### src/rtl/fetch_pkg.sv
// Shared types and defaults for the instruction fetch stage: FSM states,
// IF/ID bundle, and default reset PC / halt sentinel.
package fetch_pkg;

  localparam logic [31:0] DEFAULT_RESET_PC  = 32'h0000_0000;
  localparam logic [31:0] DEFAULT_HALT_WORD = 32'hDEADBEEF;

  typedef enum logic {
    ST_RUN  = 1'b0,
    ST_HALT = 1'b1
  } fetch_state_e;

  typedef struct packed {
    logic [31:0] instruction;
    logic [31:0] pc;
    logic        valid;
  } ifid_t;

endpackage : fetch_pkg

### src/rtl/fetch_req_tracker.sv
// Tracks the single read in flight to the instruction memory and selects the
// address presented to it (redirect, replay on stall, or the next sequential PC).
module fetch_req_tracker
  import fetch_pkg::*;
(
  input  logic        clk,
  input  logic        reset,
  input  logic        run_i,
  input  logic        stall_i,
  input  logic        branch_taken_i,
  input  logic [31:0] branch_target_i,
  input  logic [31:0] fetch_pc_i,
  input  logic        halt_hit_i,
  output logic [31:0] req_pc_o,
  output logic        req_valid_o,
  output logic [31:0] pc_address_o
);

  logic [31:0] req_pc_q, req_pc_d;
  logic        req_valid_q, req_valid_d;

  // NOTE: every always_comb output gets a default first so no path leaves it
  // unassigned; a missing default infers a latch.
  always_comb begin
    req_pc_d    = req_pc_q;
    req_valid_d = req_valid_q;
    if (run_i) begin
      if (branch_taken_i) begin
        req_pc_d    = branch_target_i;
        req_valid_d = 1'b1;
      end else if (!stall_i) begin
        if (halt_hit_i) begin
          req_valid_d = 1'b0;
        end else begin
          req_pc_d    = fetch_pc_i;
          req_valid_d = 1'b1;
        end
      end
    end
  end

  // On stall the memory must re-present the word already in flight.
  always_comb begin
    pc_address_o = fetch_pc_i;
    if (run_i && branch_taken_i) begin
      pc_address_o = branch_target_i;
    end else if (run_i && stall_i && req_valid_q) begin
      pc_address_o = req_pc_q;
    end
  end

  // NOTE: sequential state uses non-blocking assignments so every register
  // samples pre-edge values regardless of statement order.
  always_ff @(posedge clk or negedge reset) begin
    if (!reset) begin
      req_pc_q    <= '0;
      req_valid_q <= 1'b0;
    end else begin
      req_pc_q    <= req_pc_d;
      req_valid_q <= req_valid_d;
    end
  end

  assign req_pc_o    = req_pc_q;
  assign req_valid_o = req_valid_q;

endmodule : fetch_req_tracker

### src/rtl/instruction_fetch_stage.sv
// Fetch sequencer: owns the PC and the IF/ID register, handles stall, branch
// redirect with squash, and freezes on the halt sentinel until reset.
module instruction_fetch_stage
  import fetch_pkg::*;
#(
  parameter logic [31:0] RESET_PC  = DEFAULT_RESET_PC,
  parameter logic [31:0] HALT_WORD = DEFAULT_HALT_WORD
) (
  input  logic        clk,
  input  logic        reset,
  input  logic        stall,
  input  logic        branch_taken,
  input  logic [31:0] branch_target,
  input  logic [31:0] imem_instruction,
  output logic [31:0] pc_address,
  output logic [31:0] ifid_instruction,
  output logic [31:0] ifid_pc,
  output logic        ifid_valid,
  output logic        halted
);

  fetch_state_e state_q, state_d;
  logic [31:0]  fetch_pc_q, fetch_pc_d;
  ifid_t        ifid_q, ifid_d;

  logic [31:0]  req_pc;
  logic         req_valid;
  logic         run;
  logic         halt_hit;

  assign run      = (state_q == ST_RUN);
  assign halt_hit = req_valid && (imem_instruction == HALT_WORD);

  fetch_req_tracker u_req_tracker (
    .clk             (clk),
    .reset           (reset),
    .run_i           (run),
    .stall_i         (stall),
    .branch_taken_i  (branch_taken),
    .branch_target_i (branch_target),
    .fetch_pc_i      (fetch_pc_q),
    .halt_hit_i      (halt_hit),
    .req_pc_o        (req_pc),
    .req_valid_o     (req_valid),
    .pc_address_o    (pc_address)
  );

  always_comb begin
    state_d    = state_q;
    fetch_pc_d = fetch_pc_q;
    ifid_d     = ifid_q;
    if (run) begin
      if (branch_taken) begin
        // Squash both the captured word and the one returning this cycle.
        ifid_d.valid = 1'b0;
        fetch_pc_d   = branch_target + 32'd1;
      end else if (!stall) begin
        if (halt_hit) begin
          ifid_d.valid = 1'b0;
          state_d      = ST_HALT;
        end else begin
          if (req_valid) begin
            ifid_d.instruction = imem_instruction;
            ifid_d.pc          = req_pc;
            ifid_d.valid       = 1'b1;
          end else begin
            ifid_d.valid = 1'b0;
          end
          fetch_pc_d = fetch_pc_q + 32'd1;
        end
      end
    end
  end

  always_ff @(posedge clk or negedge reset) begin
    if (!reset) begin
      state_q    <= ST_RUN;
      fetch_pc_q <= RESET_PC;
      ifid_q     <= '0;
    end else begin
      state_q    <= state_d;
      fetch_pc_q <= fetch_pc_d;
      ifid_q     <= ifid_d;
    end
  end

  assign ifid_instruction = ifid_q.instruction;
  assign ifid_pc          = ifid_q.pc;
  assign ifid_valid       = ifid_q.valid;
  assign halted           = (state_q == ST_HALT);

endmodule : instruction_fetch_stage

### config.mk
export PLATFORM = sky130hd
export DESIGN_NAME = instruction_fetch_stage
export DESIGN_NICKNAME = d
export VERILOG_FILES = /design/src/rtl/fetch_pkg.sv /design/src/rtl/fetch_req_tracker.sv /design/src/rtl/instruction_fetch_stage.sv
export SDC_FILE = /design/constraint.sdc
export NUM_CORES = 1
export LEC_CHECK = 0
export CAP_MARGIN = 25
export CORE_MARGIN = 1.5
export CORE_UTILIZATION = 51
export DETAILED_ROUTE_END_ITERATION = 12
export GPL_ROUTABILITY_DRIVEN = 0
export PLACE_DENSITY_LB_ADDON = 0.2
export SETUP_SLACK_MARGIN = 0.05
export SYNTH_ARGS = -nofsm -noshare
export SYNTH_HDL_FRONTEND = slang
export SYNTH_SLANG_ARGS = --single-unit
### constraint.sdc
create_clock -name clk -period 2.8 [get_ports clk]
set_clock_uncertainty 0.05 [all_clocks]
set_input_delay 0.56 -clock clk [delete_from_list [all_inputs] [get_ports clk]]
set_output_delay 0.56 -clock clk [all_outputs]
set_load 0.005 [all_outputs]
==> impl_metrics.toml <==
[run]
max_cap_viol_count = 0

[worst_setup_path]
crit_path_max_fanout = 14
crit_end = "pc_address[2]"
regToRegStartpoint = "fetch_pc_q[5]"
r2r_setup_slack_ns = 0.27
worst-endpoint-arrival_ns = 2.06
setup.worst_path.class = "reg2out"
worstReg2RegEnd = "fetch_pc_q[21]"
timing.critical_path.from = "halted"
worst-r2r-cell-count = 8
timing.critical_path.to_type = "output pin"
startpoint_type_of_the_worst_setup_path = "register"
critical_path_required_ns = 2.19

[pwr]
totalPowerFinal_w = 0.00460
pwr_per_cell_area_mw_per_mm2 = 427
ir_worst_vdd_uv = 448
power.leakage_nw = 5.08

[logic_synthesis]
synth-edff-count = 0
mappedNetlistArea_sq_mm = 0.00737
asyncSetResetFlopFracSynth_pct = 100
synth_nets = 830
post_synthesis_cell_count = 761
seq_area_frac_synth_pct = 44.5
ys_seq_elements = 131
synthesis.yosys.warnings = 0
syn_avg_cell_area_sq_um = 9.69
synth_flop_cell = "sky130_fd_sc_hd__dfrtp_1"
ys_types = 61

[outcome]
outcome = "complete, no violations"

[grt]
grt_max_degree = 49
first_global_vias = 7263
grt_pass1_wl_mm = 36.4
grt_antenna_before_repair = 1
grtUsageTotal_pct = 30.8
gr-total-overflow = 0

[drt]
drt-pass1-iter-count = 5
drc = 0
drt-initial-drc-count = 699
routed_via_density = 6.03
postRouteWirelength_mm = 23.1
detail_route.wl_per_cell_um = 19.2
num_vias = 7277
detail-route-antenna-nets = 0

[final_layout]
n_fill_cell = 934
final-seq-area_sq_mm = 0.00328
multi_input_area_sq_mm = 0.00394
design.final.nets = 1081
final_layout_size_suffix_gt1_share_pct = 22.8
post_layout_nonfiller_instances = 1206
layout.core_utilization_pct = 77.0
layout-area-overhead-vs-synth_pct = 46.1
final_design_area_no_fill_sq_mm = 0.0108

[timing]
achievable-frequency_mhz = 375
period_share_pct = 95.2
setup_violations = 0
finalWorstPathRequiredPeriod_ns = 2.67
fin_worst_hold_slack_ns = 0.0776
timing_worst_slew_pin_value_ns = 0.550
rsz0062_at_grt = "false"
timing.final.hold_violations = 0
final_max_slew_viol_count = 0
maxSlewHeadroom_pct = 63.4

[clock_network]
ctsRootBufferMaster = "sky130_fd_sc_hd__clkbuf_16"
clock_insertion_delay_worst_skew_ns = 0.42
cts-root-to-sink-buffers = 2
clk_pin_slew_worst_paths_ns = 0.06
cts_inserted_buffers = 17
cts.sinks = 131
htreeDepth = 4
cts_tree = "done"

[floorplan]
design.die.area_sq_mm = 0.0152
core.rowCount = 43
chipWidth_um = 123
fp.dieH_um = 123
io_pins = 166
floorplan.initialDensity_pct = 52.7
core_region_area_sq_mm = 0.0140

[place]
post-dp-hpwl_mm = 16.2
port_buffers = 165
placement.cell_area_sq_mm = 0.0100
numPlacedInstances = 1160

[min_path]
worst_hold_path_type = "in2async"
## cells in the final DEF (no fill, tap or decap), types with 4 or more instances in the layout
cell type | netlist | layout
sky130_fd_sc_hd__clkdlybuf4s50_1 | 0 | 141
sky130_fd_sc_hd__dfrtp_1 | 131 | 130
sky130_fd_sc_hd__nand2_1 | 106 | 105
sky130_fd_sc_hd__buf_4 | 4 | 100
sky130_fd_sc_hd__mux2_2 | 68 | 67
sky130_fd_sc_hd__o21ai_0 | 82 | 65
sky130_fd_sc_hd__mux2i_1 | 56 | 56
sky130_fd_sc_hd__nor2_1 | 33 | 32
sky130_fd_sc_hd__a21oi_1 | 24 | 23
sky130_fd_sc_hd__nand3_1 | 22 | 20
sky130_fd_sc_hd__dlymetal6s2s_1 | 0 | 18
sky130_fd_sc_hd__o21ai_1 | 1 | 17
sky130_fd_sc_hd__clkbuf_16 | 0 | 17
sky130_fd_sc_hd__xnor2_1 | 15 | 15
sky130_fd_sc_hd__buf_12 | 0 | 14
sky130_fd_sc_hd__and3_1 | 12 | 12
sky130_fd_sc_hd__a211oi_1 | 12 | 12
sky130_fd_sc_hd__inv_1 | 12 | 11
sky130_fd_sc_hd__nand4_1 | 11 | 11
sky130_fd_sc_hd__nor3_1 | 12 | 11
sky130_fd_sc_hd__a31oi_1 | 10 | 10
sky130_fd_sc_hd__nand4b_1 | 9 | 9
sky130_fd_sc_hd__xor2_1 | 7 | 7
sky130_fd_sc_hd__a22oi_1 | 7 | 7
sky130_fd_sc_hd__nand3b_1 | 6 | 6
sky130_fd_sc_hd__clkinv_2 | 0 | 6
sky130_fd_sc_hd__o22ai_1 | 5 | 5
sky130_fd_sc_hd__o31ai_1 | 5 | 5
sky130_fd_sc_hd__nand2b_1 | 5 | 5
sky130_fd_sc_hd__and2_1 | 6 | 5
sky130_fd_sc_hd__nor4_1 | 4 | 4
sky130_fd_sc_hd__or3_1 | 4 | 4
sky130_fd_sc_hd__dlygate4sd2_1 | 0 | 4
## cell usage after synthesis (all sizes together), types with 2 or more instances
cell / number / area share, %
nor2b: 3 / 0.25
a22oi: 7 / 0.71
or4: 3 / 0.31
inv: 12 / 0.61
nand3: 22 / 1.5
xor2: 7 / 0.83
clkbuf: 23 / 1.2
nand2b: 5 / 0.42
nor2: 33 / 1.7
a221oi: 3 / 0.36
a32oi: 2 / 0.24
o221a: 2 / 0.31
mux2i: 56 / 7.6
nor3: 12 / 0.81
o211ai: 3 / 0.31
o31ai: 6 / 0.68
o21ai: 83 / 5.6
nand3b: 6 / 0.61
a222oi: 2 / 0.27
o21a: 3 / 0.31
a21oi: 24 / 1.6
a211oi: 13 / 1.4
a31oi: 10 / 0.85
and4: 2 / 0.24
o32ai: 2 / 0.24
nand4: 12 / 1.1
buf: 23 / 1.6
a32o: 3 / 0.41
xnor2: 15 / 1.8
or2: 2 / 0.17
mux2: 68 / 10
nand2: 106 / 5.4
or3: 4 / 0.34
nand4b: 9 / 1.1
and2: 6 / 0.51
nor4: 4 / 0.34
and3: 12 / 1.0
o22ai: 5 / 0.42
dfrtp: 131 / 44
a21o: 2 / 0.20
## critical path: stages (launching register included)
cell	delay (ns)
sky130_fd_sc_hd__dfrtp_2	0.45
sky130_fd_sc_hd__inv_2	0.09
sky130_fd_sc_hd__nand3_4	0.11
sky130_fd_sc_hd__buf_12	0.19
sky130_fd_sc_hd__mux2i_1	0.12
sky130_fd_sc_hd__o21ai_0	0.16
sky130_fd_sc_hd__clkdlybuf4s50_1	0.52
## cell type report
class	count	area share (%)
Antenna cell	1	0.0232
Clock inverter	10	0.778
Sequential cell	131	30.5
Timing Repair Buffer	278	25.4
Clock buffer	22	4.31
Multi-Input combinational cell	571	36.5
Inverter	13	0.453
Tap cell	180	2.09
## through the flow
step | setup slack (ns) | setup TNS, ns
2_1_floorplan | 0.0543 | 0
3_3_place_gp | -0.207 | -6.14
3_5_place_dp | -0.224 | -9.66
4_1_cts | 0.00914 | 0
5_1_grt | 0.0294 | 0
6_report | 0.133 | 0
## registers in the layout, summed over array words and instances (netlist names)
register,count
u_req_tracker.req_pc_o,32
u_req_tracker.req_valid_o,1
halted,1
ifid_instruction,32
ifid_valid,1
fetch_pc_q,32
ifid_pc,32
## how the worst min path moves through the flow
stage / startpoint / to / slack [ns]
finish: reset / ifid_pc[7] / 0.08
global route: reset / fetch_pc_q[9] / 0.11
CTS: reset / fetch_pc_q[9] / 0.09
detailed placement: u_req_tracker.req_pc_o[26] / u_req_tracker.req_pc_o[26] / 0.44
global placement: u_req_tracker.req_pc_o[7] / u_req_tracker.req_pc_o[7] / 0.44
floorplan: reset / fetch_pc_q[0] / 0.21
## kinds of logic after synthesis
kind of cell | count (synthesis) | share of synthesized area, %
xor+xnor | 22 | 2.61
compound gates | 179 | 15.0
flops | 131 | 44.5
buf+inv | 59 | 3.41
mux | 124 | 18.0
simple gates | 245 | 16.3
fa+ha+maj | 1 | 0.170
## where the power goes
part | switching, W | internal, W | total (W) | leakage [nW]
Combinational | 0.000246 | 0.000259 | 0.000505 | 3.07
Sequential | 0.0000558 | 0.00194 | 0.00200 | 1.74
Clock | 0.000838 | 0.00126 | 0.00210 | 0.269
## metal layers
metal	up-vias	wire, um	global-route usage (%)
li1	3301	-	-
met5	-	0	0
met1	3535	9320	39.1
met4	0	452	11.1
met3	40	2110	8.12
met2	401	11200	50.7
## repair_timing
item	in CTS	in global routing
setup endpoints to repair	32	32
resized for setup	17	27
gates cloned	1	0
pin swaps	1	4
hold buffers	0	0
setup buffers	2	10
No activity file was read; power rests on OpenSTA's default activity.
